File: src/rtl/regfile_wr_arbiter.sv
// regfile_wr_arbiter
//   Shares the single register-file write port between two writeback
//   requesters: port 0 (ALU/execute result, fixed priority) and port 1
//   (memory/load result). A starvation counter forces a port-1 grant after
//   STARVE_LIMIT consecutive port-1 losses. The winning write is registered
//   and presented to the register file one cycle after acceptance. The same
//   flops also feed the forwarding unit.
//
// Ports
//   clk, rst_n                    clock, asynchronous active-low reset
//   req0_valid/addr/data, ready   port 0 write request (valid/ready handshake)
//   req1_valid/addr/data, ready   port 1 write request (valid/ready handshake)
//   rf_wr_en/addr/data            registered register-file write port
//   fw_valid/addr/data            forwarding copy of rf_wr_*
//   starve_cnt                    current port-1 loss count (debug)
//
// STARVE_LIMIT must lie in 1..15 so the 4-bit counter cannot wrap.
module regfile_wr_arbiter #(
    parameter int ADDR_WIDTH   = 4,
    parameter int DATA_WIDTH   = 32,
    parameter int STARVE_LIMIT = 3
) (
    input  logic                  clk,
    input  logic                  rst_n,
    input  logic                  req0_valid,
    input  logic [ADDR_WIDTH-1:0] req0_addr,
    input  logic [DATA_WIDTH-1:0] req0_data,
    output logic                  req0_ready,
    input  logic                  req1_valid,
    input  logic [ADDR_WIDTH-1:0] req1_addr,
    input  logic [DATA_WIDTH-1:0] req1_data,
    output logic                  req1_ready,
    output logic                  rf_wr_en,
    output logic [ADDR_WIDTH-1:0] rf_wr_addr,
    output logic [DATA_WIDTH-1:0] rf_wr_data,
    output logic                  fw_valid,
    output logic [ADDR_WIDTH-1:0] fw_addr,
    output logic [DATA_WIDTH-1:0] fw_data,
    output logic [3:0]            starve_cnt
);

    typedef enum logic {PRIO0, PRIO1} state_t;

    state_t     state, state_nxt;
    logic [3:0] cnt_nxt;

    always_comb begin
        req0_ready = 1'b0;
        req1_ready = 1'b0;
        state_nxt  = state;
        cnt_nxt    = starve_cnt;
        case (state)
            PRIO0: begin
                req0_ready = req0_valid;
                req1_ready = req1_valid & ~req0_valid;
                if (req1_ready) begin
                    cnt_nxt = 4'd0;
                end else if (req1_valid) begin
                    cnt_nxt = starve_cnt + 4'd1;
                    // The loss that reaches the limit hands the next cycle to port 1.
                    if (cnt_nxt == 4'(STARVE_LIMIT))
                        state_nxt = PRIO1;
                end
            end
            PRIO1: begin
                req1_ready = req1_valid;
                req0_ready = req0_valid & ~req1_valid;
                // Port 1 either wins now or has withdrawn; either way the
                // forced turn is over.
                state_nxt  = PRIO0;
                cnt_nxt    = 4'd0;
            end
            default: begin
                state_nxt = PRIO0;
                cnt_nxt   = 4'd0;
            end
        endcase
        // No handshakes while reset is held.
        if (!rst_n) begin
            req0_ready = 1'b0;
            req1_ready = 1'b0;
        end
    end

    always_ff @(posedge clk or negedge rst_n) begin
        if (!rst_n) begin
            state      <= PRIO0;
            starve_cnt <= 4'd0;
        end else begin
            state      <= state_nxt;
            starve_cnt <= cnt_nxt;
        end
    end

    // Address/data hold their last value when nothing is accepted, so only
    // the enable toggles on idle cycles.
    always_ff @(posedge clk or negedge rst_n) begin
        if (!rst_n) begin
            rf_wr_en   <= 1'b0;
            rf_wr_addr <= '0;
            rf_wr_data <= '0;
        end else if (req0_ready) begin
            rf_wr_en   <= 1'b1;
            rf_wr_addr <= req0_addr;
            rf_wr_data <= req0_data;
        end else if (req1_ready) begin
            rf_wr_en   <= 1'b1;
            rf_wr_addr <= req1_addr;
            rf_wr_data <= req1_data;
        end else begin
            rf_wr_en   <= 1'b0;
        end
    end

    assign fw_valid = rf_wr_en;
    assign fw_addr  = rf_wr_addr;
    assign fw_data  = rf_wr_data;

endmodule

File: config.mk
export PLATFORM = sky130hd
export DESIGN_NAME = regfile_wr_arbiter
export DESIGN_NICKNAME = d
export VERILOG_FILES = /design/src/rtl/regfile_wr_arbiter.sv
export SDC_FILE = /design/constraint.sdc
export NUM_CORES = 1
export LEC_CHECK = 0
export ABC_AREA = 0
export CAP_MARGIN = 25
export CORE_MARGIN = 2
export CORE_UTILIZATION = 41
export CTS_CLUSTER_DIAMETER = 40
export DETAILED_ROUTE_END_ITERATION = 7
export GPL_TIMING_DRIVEN = 0
export PLACE_DENSITY = 0.88
export SYNTH_ARGS = -nofsm -noshare
export SYNTH_HDL_FRONTEND = slang
export SYNTH_SLANG_ARGS = --single-unit
File: constraint.sdc
create_clock -name clk -period 3 [get_ports clk]
set_input_delay 0.9 -clock clk [delete_from_list [all_inputs] [get_ports clk]]
set_output_delay 0.9 -clock clk [all_outputs]
set_load 0.01 [all_outputs]
==> flow_results.org <==
** Outcome
- The run finished with clean final reports.

** Drt
- Summed over all layers, the routed wires come to just under 9000 um.
- For this block, the via count after detailed routing is approximately 2900.
- The first TritonRoute pass finished after 5 iterations.
- The detail route stage leaves a number of antenna-violating nets equal to 0.
- After detailed routing, the number of remaining DRC violations is 0.
- Count of routing violations after the opening detailed-route iteration :: 112
- In the routed layout, each cell is associated on average with a via count of about 5.5.
- In the final routed layout, each cell accounts on average for ~17 um.

** Timing
- Top achievable clock speed :: 0.3540 GHz
- For the pin with the worst max-slew slack, the measured transition is between 400 and 500 ps.
- Max Slew Vio Count :: 0
- The total count of hold-check failures in the final report is 0.
- Worst clock skew :: around 13 ps
- Post-layout min period :: between 2000 and 3000 ps
- Max_slew headroom :: 0.7076
- In the post-route analysis, the smallest setup slack over all paths is around 180 ps.
- Setup repair after global routing left no endpoint under its margin.
- Final setup violation count :: 0
- Dividing the final minimum period by the clock period gives 0.9416.

** Global route
- Vias in the first global route :: roughly 2900
- Global-route wire length before repair :: ~14000 um
- Total routing usage reported by global routing :: 0.2509
- Largest net degree at the start of global routing :: 25
- The initial antenna violation count came to 0.
- Aggregate global routing overflow :: 0

** Place
- After detailed placement, the design holds a cell count of between 500 and 600.
- Port buffering added 154 buffers.
- The wire-length estimate of the detail-placed layout is roughly 6600 um.
- Final weighted congestion in routability-driven placement :: roughly 0.8
- Before CTS, the worst setup slack after placement is -800.2 ps.

** Synthesis
- Area of the mapped netlist :: between 2000 and 3000 um2
- The number of different library cells used by synthesis comes to 27.
- Multiplexer area fraction after synthesis :: 0.004403
- When the netlist entered floorplanning its net count stood at roughly 360.
- Synthesis warning total :: 0
- After synthesis, the largest family of logic cells by area is compound AO/OA/AOI/OAI gates.
- Fraction of post-synthesis cell area in the top cell type by area :: 0.4110
- Average footprint of a synthesized cell :: roughly 9.0 um2
- After synthesis the netlist holds a flip-flop and latch count of 42.
- Fraction of the mapped netlist area in adder cells :: 0.009785
- Leading area contributor after synthesis :: sky130_fd_sc_hd__dfrtp_1
- Sequential element share of the synthesized area :: 0.4110
- Of the total synthesized cell area, the portion taken by XOR and XNOR cells is 0.006849.
- Cell count after synthesis :: between 200 and 300
- Share of the synthesized area in compound gates (AO/OA/AOI/OAI) :: 0.2965
- Synth area leaders :: sky130_fd_sc_hd__dfrtp_1 (41%), sky130_fd_sc_hd__o2111ai_1 (12%), sky130_fd_sc_hd__buf_4 (12%)
- Of the total synthesized cell area, the portion taken by AND, OR, NAND and NOR gates is 0.08366.

** Clock network
- The clock drives 42 sinks.
- In this run the number of H-tree levels came out at 2.
- At the later pin of the worst-skew pair, clock insertion delay measures roughly 300 ps.
- Number of buffers between clock root and the deepest sink :: 2
- Total CTS buffers :: 5
- CTS hold repair buffers :: 0
- TritonCTS clock tree :: built
- Clock-pin slew was measured on the worst setup and hold paths at ~90 ps.
- Root Driver :: sky130_fd_sc_hd__clkbuf_8

** Cells and area
- The finished layout holds 521 standard cells, fillers aside.
- Synth-to-Final Area Change :: 69.96%
- At the end of the flow, the number of nets in the layout was roughly 520.
- Leaving out fill and tap cells, the most frequent cell in the layout is sky130_fd_sc_hd__clkdlybuf4s50_1.
- In the final layout, the share of cells above drive strength 1 is 0.1637.
- The repair_antennas step left the layout with diodes totalling 0.
- In the layout the commonest cells are sky130_fd_sc_hd__clkdlybuf4s50_1 (150), sky130_fd_sc_hd__dfrtp_1 (42), sky130_fd_sc_hd__buf_4 (41).

** Floorplan
- The die is between 80 and 90 um wide.
- Initial core utilization :: 0.4269
- In this run the count of I/O pins placed on the die edge is around 160.
- After floorplanning, the core was sized to cover approximately 6000 um2.
- Overall die area :: 6886 um2
- Placement Rows :: 28
- Y dimension of the die :: between 80 and 90 um

** Setup path
- Element type at the critical path start :: primary input
- Critical-path top delay cell :: sky130_fd_sc_hd__dlygate4sd2_1
- Endpoint kind of the worst setup timing path :: primary output
- Walking the worst path, the cells encountered are dlygate4sd2_1 -> and2_1 -> buf_4 -> buf_6 -> nor2_1 -> clkbuf_2.
- For the worst setup path, the data arrival time is about 1900 ps.
- The worst setup path is of the in -> out kind.
- For this run, the slowest stage of the critical path takes just over 300 ps.
- Maximum net fanout on the critical path :: 10
- Worst R2R Path Depth :: 4
- Required time of the critical path :: approximately 2100 ps

** Power
- Static Leakage :: 1.732 nW
- Peak supply drop :: around 0.30 mV
- In this run the power density over the cells is approximately 450 nW/um2.
- The completed layout was analyzed and its total power is 1.935 mW.

** Flow run
- Max-cap violations in this run came to 0.

** Min path
- In this run the worst hold path is classified as in -> async.
-- stage by stage --
step	utilization	hold slack, ps	area (um2)	TNS, ps
floorplan	-	453.8	2557	0
global placement	0.6999	491.6	4193	-45850
detailed placement	0.7036	523.8	4215	-1381
CTS	0.7262	408.3	4350	0
global route	0.7256	406.8	4347	0
finish	0.7256	404.3	4347	0
-- final cells by class --
class / instances / area [um2]
timing repair buffer: 155 / 1572
multi-input combinational: 170 / 1031
fill: 469 / 1644
tap: 75 / 93.84
sequential: 42 / 1051
clock inverter: 3 / 40.04
inverter: 3 / 11.26
clock buffer: 5 / 68.82
buffer: 68 / 479.2
-- Yosys cell counts --
library cell / instances
sky130_fd_sc_hd__and2_1: 2
sky130_fd_sc_hd__nand3_1: 2
sky130_fd_sc_hd__xnor2_1: 1
sky130_fd_sc_hd__nand4b_1: 1
sky130_fd_sc_hd__a31oi_1: 37
sky130_fd_sc_hd__o21ai_1: 6
sky130_fd_sc_hd__nand2_2: 1
sky130_fd_sc_hd__nor2_1: 38
sky130_fd_sc_hd__nor4_1: 1
sky130_fd_sc_hd__xor2_1: 1
sky130_fd_sc_hd__mux2_2: 1
sky130_fd_sc_hd__clkbuf_1: 8
sky130_fd_sc_hd__ha_1: 2
sky130_fd_sc_hd__buf_2: 14
sky130_fd_sc_hd__nor2b_1: 1
sky130_fd_sc_hd__a21oi_1: 2
sky130_fd_sc_hd__o2bb2ai_1: 1
sky130_fd_sc_hd__o2111ai_1: 36
sky130_fd_sc_hd__dfrtp_1: 42
sky130_fd_sc_hd__or3_1: 1
sky130_fd_sc_hd__o21ai_0: 31
sky130_fd_sc_hd__buf_4: 41
sky130_fd_sc_hd__inv_1: 3
sky130_fd_sc_hd__buf_6: 5
sky130_fd_sc_hd__o21a_1: 1
sky130_fd_sc_hd__nand2_1: 4
sky130_fd_sc_hd__clkbuf_2: 1
-- per-layer routing --
layer	wire length (um)	vias up	global-route usage
li1	-	1344	-
met1	3563	1360	0.3161
met2	4491	126	0.4384
met3	427	21	0.03777
met4	219	0	0.08495
met5	0	-	0
-- report_power, final --
group,leakage (nW),internal (mW),switching [mW]
Clock,0.0579,0.245,0.205
Combinational,1.19,0.484,0.291
Sequential,0.483,0.641,0.0693
Total,1.73,1.37,0.565
-- kinds of logic after synthesis --
kind of cell | Yosys count
AND/OR/NAND/NOR | 51
multiplexers | 1
adder cells (fa/ha/maj) | 2
buffers and inverters | 72
AO/OA/AOI/OAI | 114
XOR/XNOR | 2
flip-flops | 42
-- timing repair --
| item | CTS | global route |
|---|---|---|
| setup endpoints to repair | 2 | 1 |
| hold endpoints to repair | 0 | 0 |
| setup buffers | 0 | 0 |
| gates resized for setup | 12 | 2 |
| pin swaps | 0 | 0 |
-- final timing paths --
check	from	to	slack, ps
min reg2reg	state	starve_cnt[3]	540
min in group clk	state	starve_cnt[3]	540
max in group asynchronous	rst_n	fw_addr[0]	2230
max	req1_valid	req0_ready	180
max reg2reg	state	fw_data[25]	1580
min	rst_n	fw_data[10]	400
-- worst max-delay path: cells and delay by family --
family                 cells  cell delay (ps)
buffers and inverters      4              750
AND/OR/NAND/NOR            2              260
-- state kept, by name (all words and copies together) (netlist names) --
signal and cells:
fw_valid 1, fw_addr 4, starve_cnt 4, fw_data 32, state 1
(Power assumes the default switching activity.)
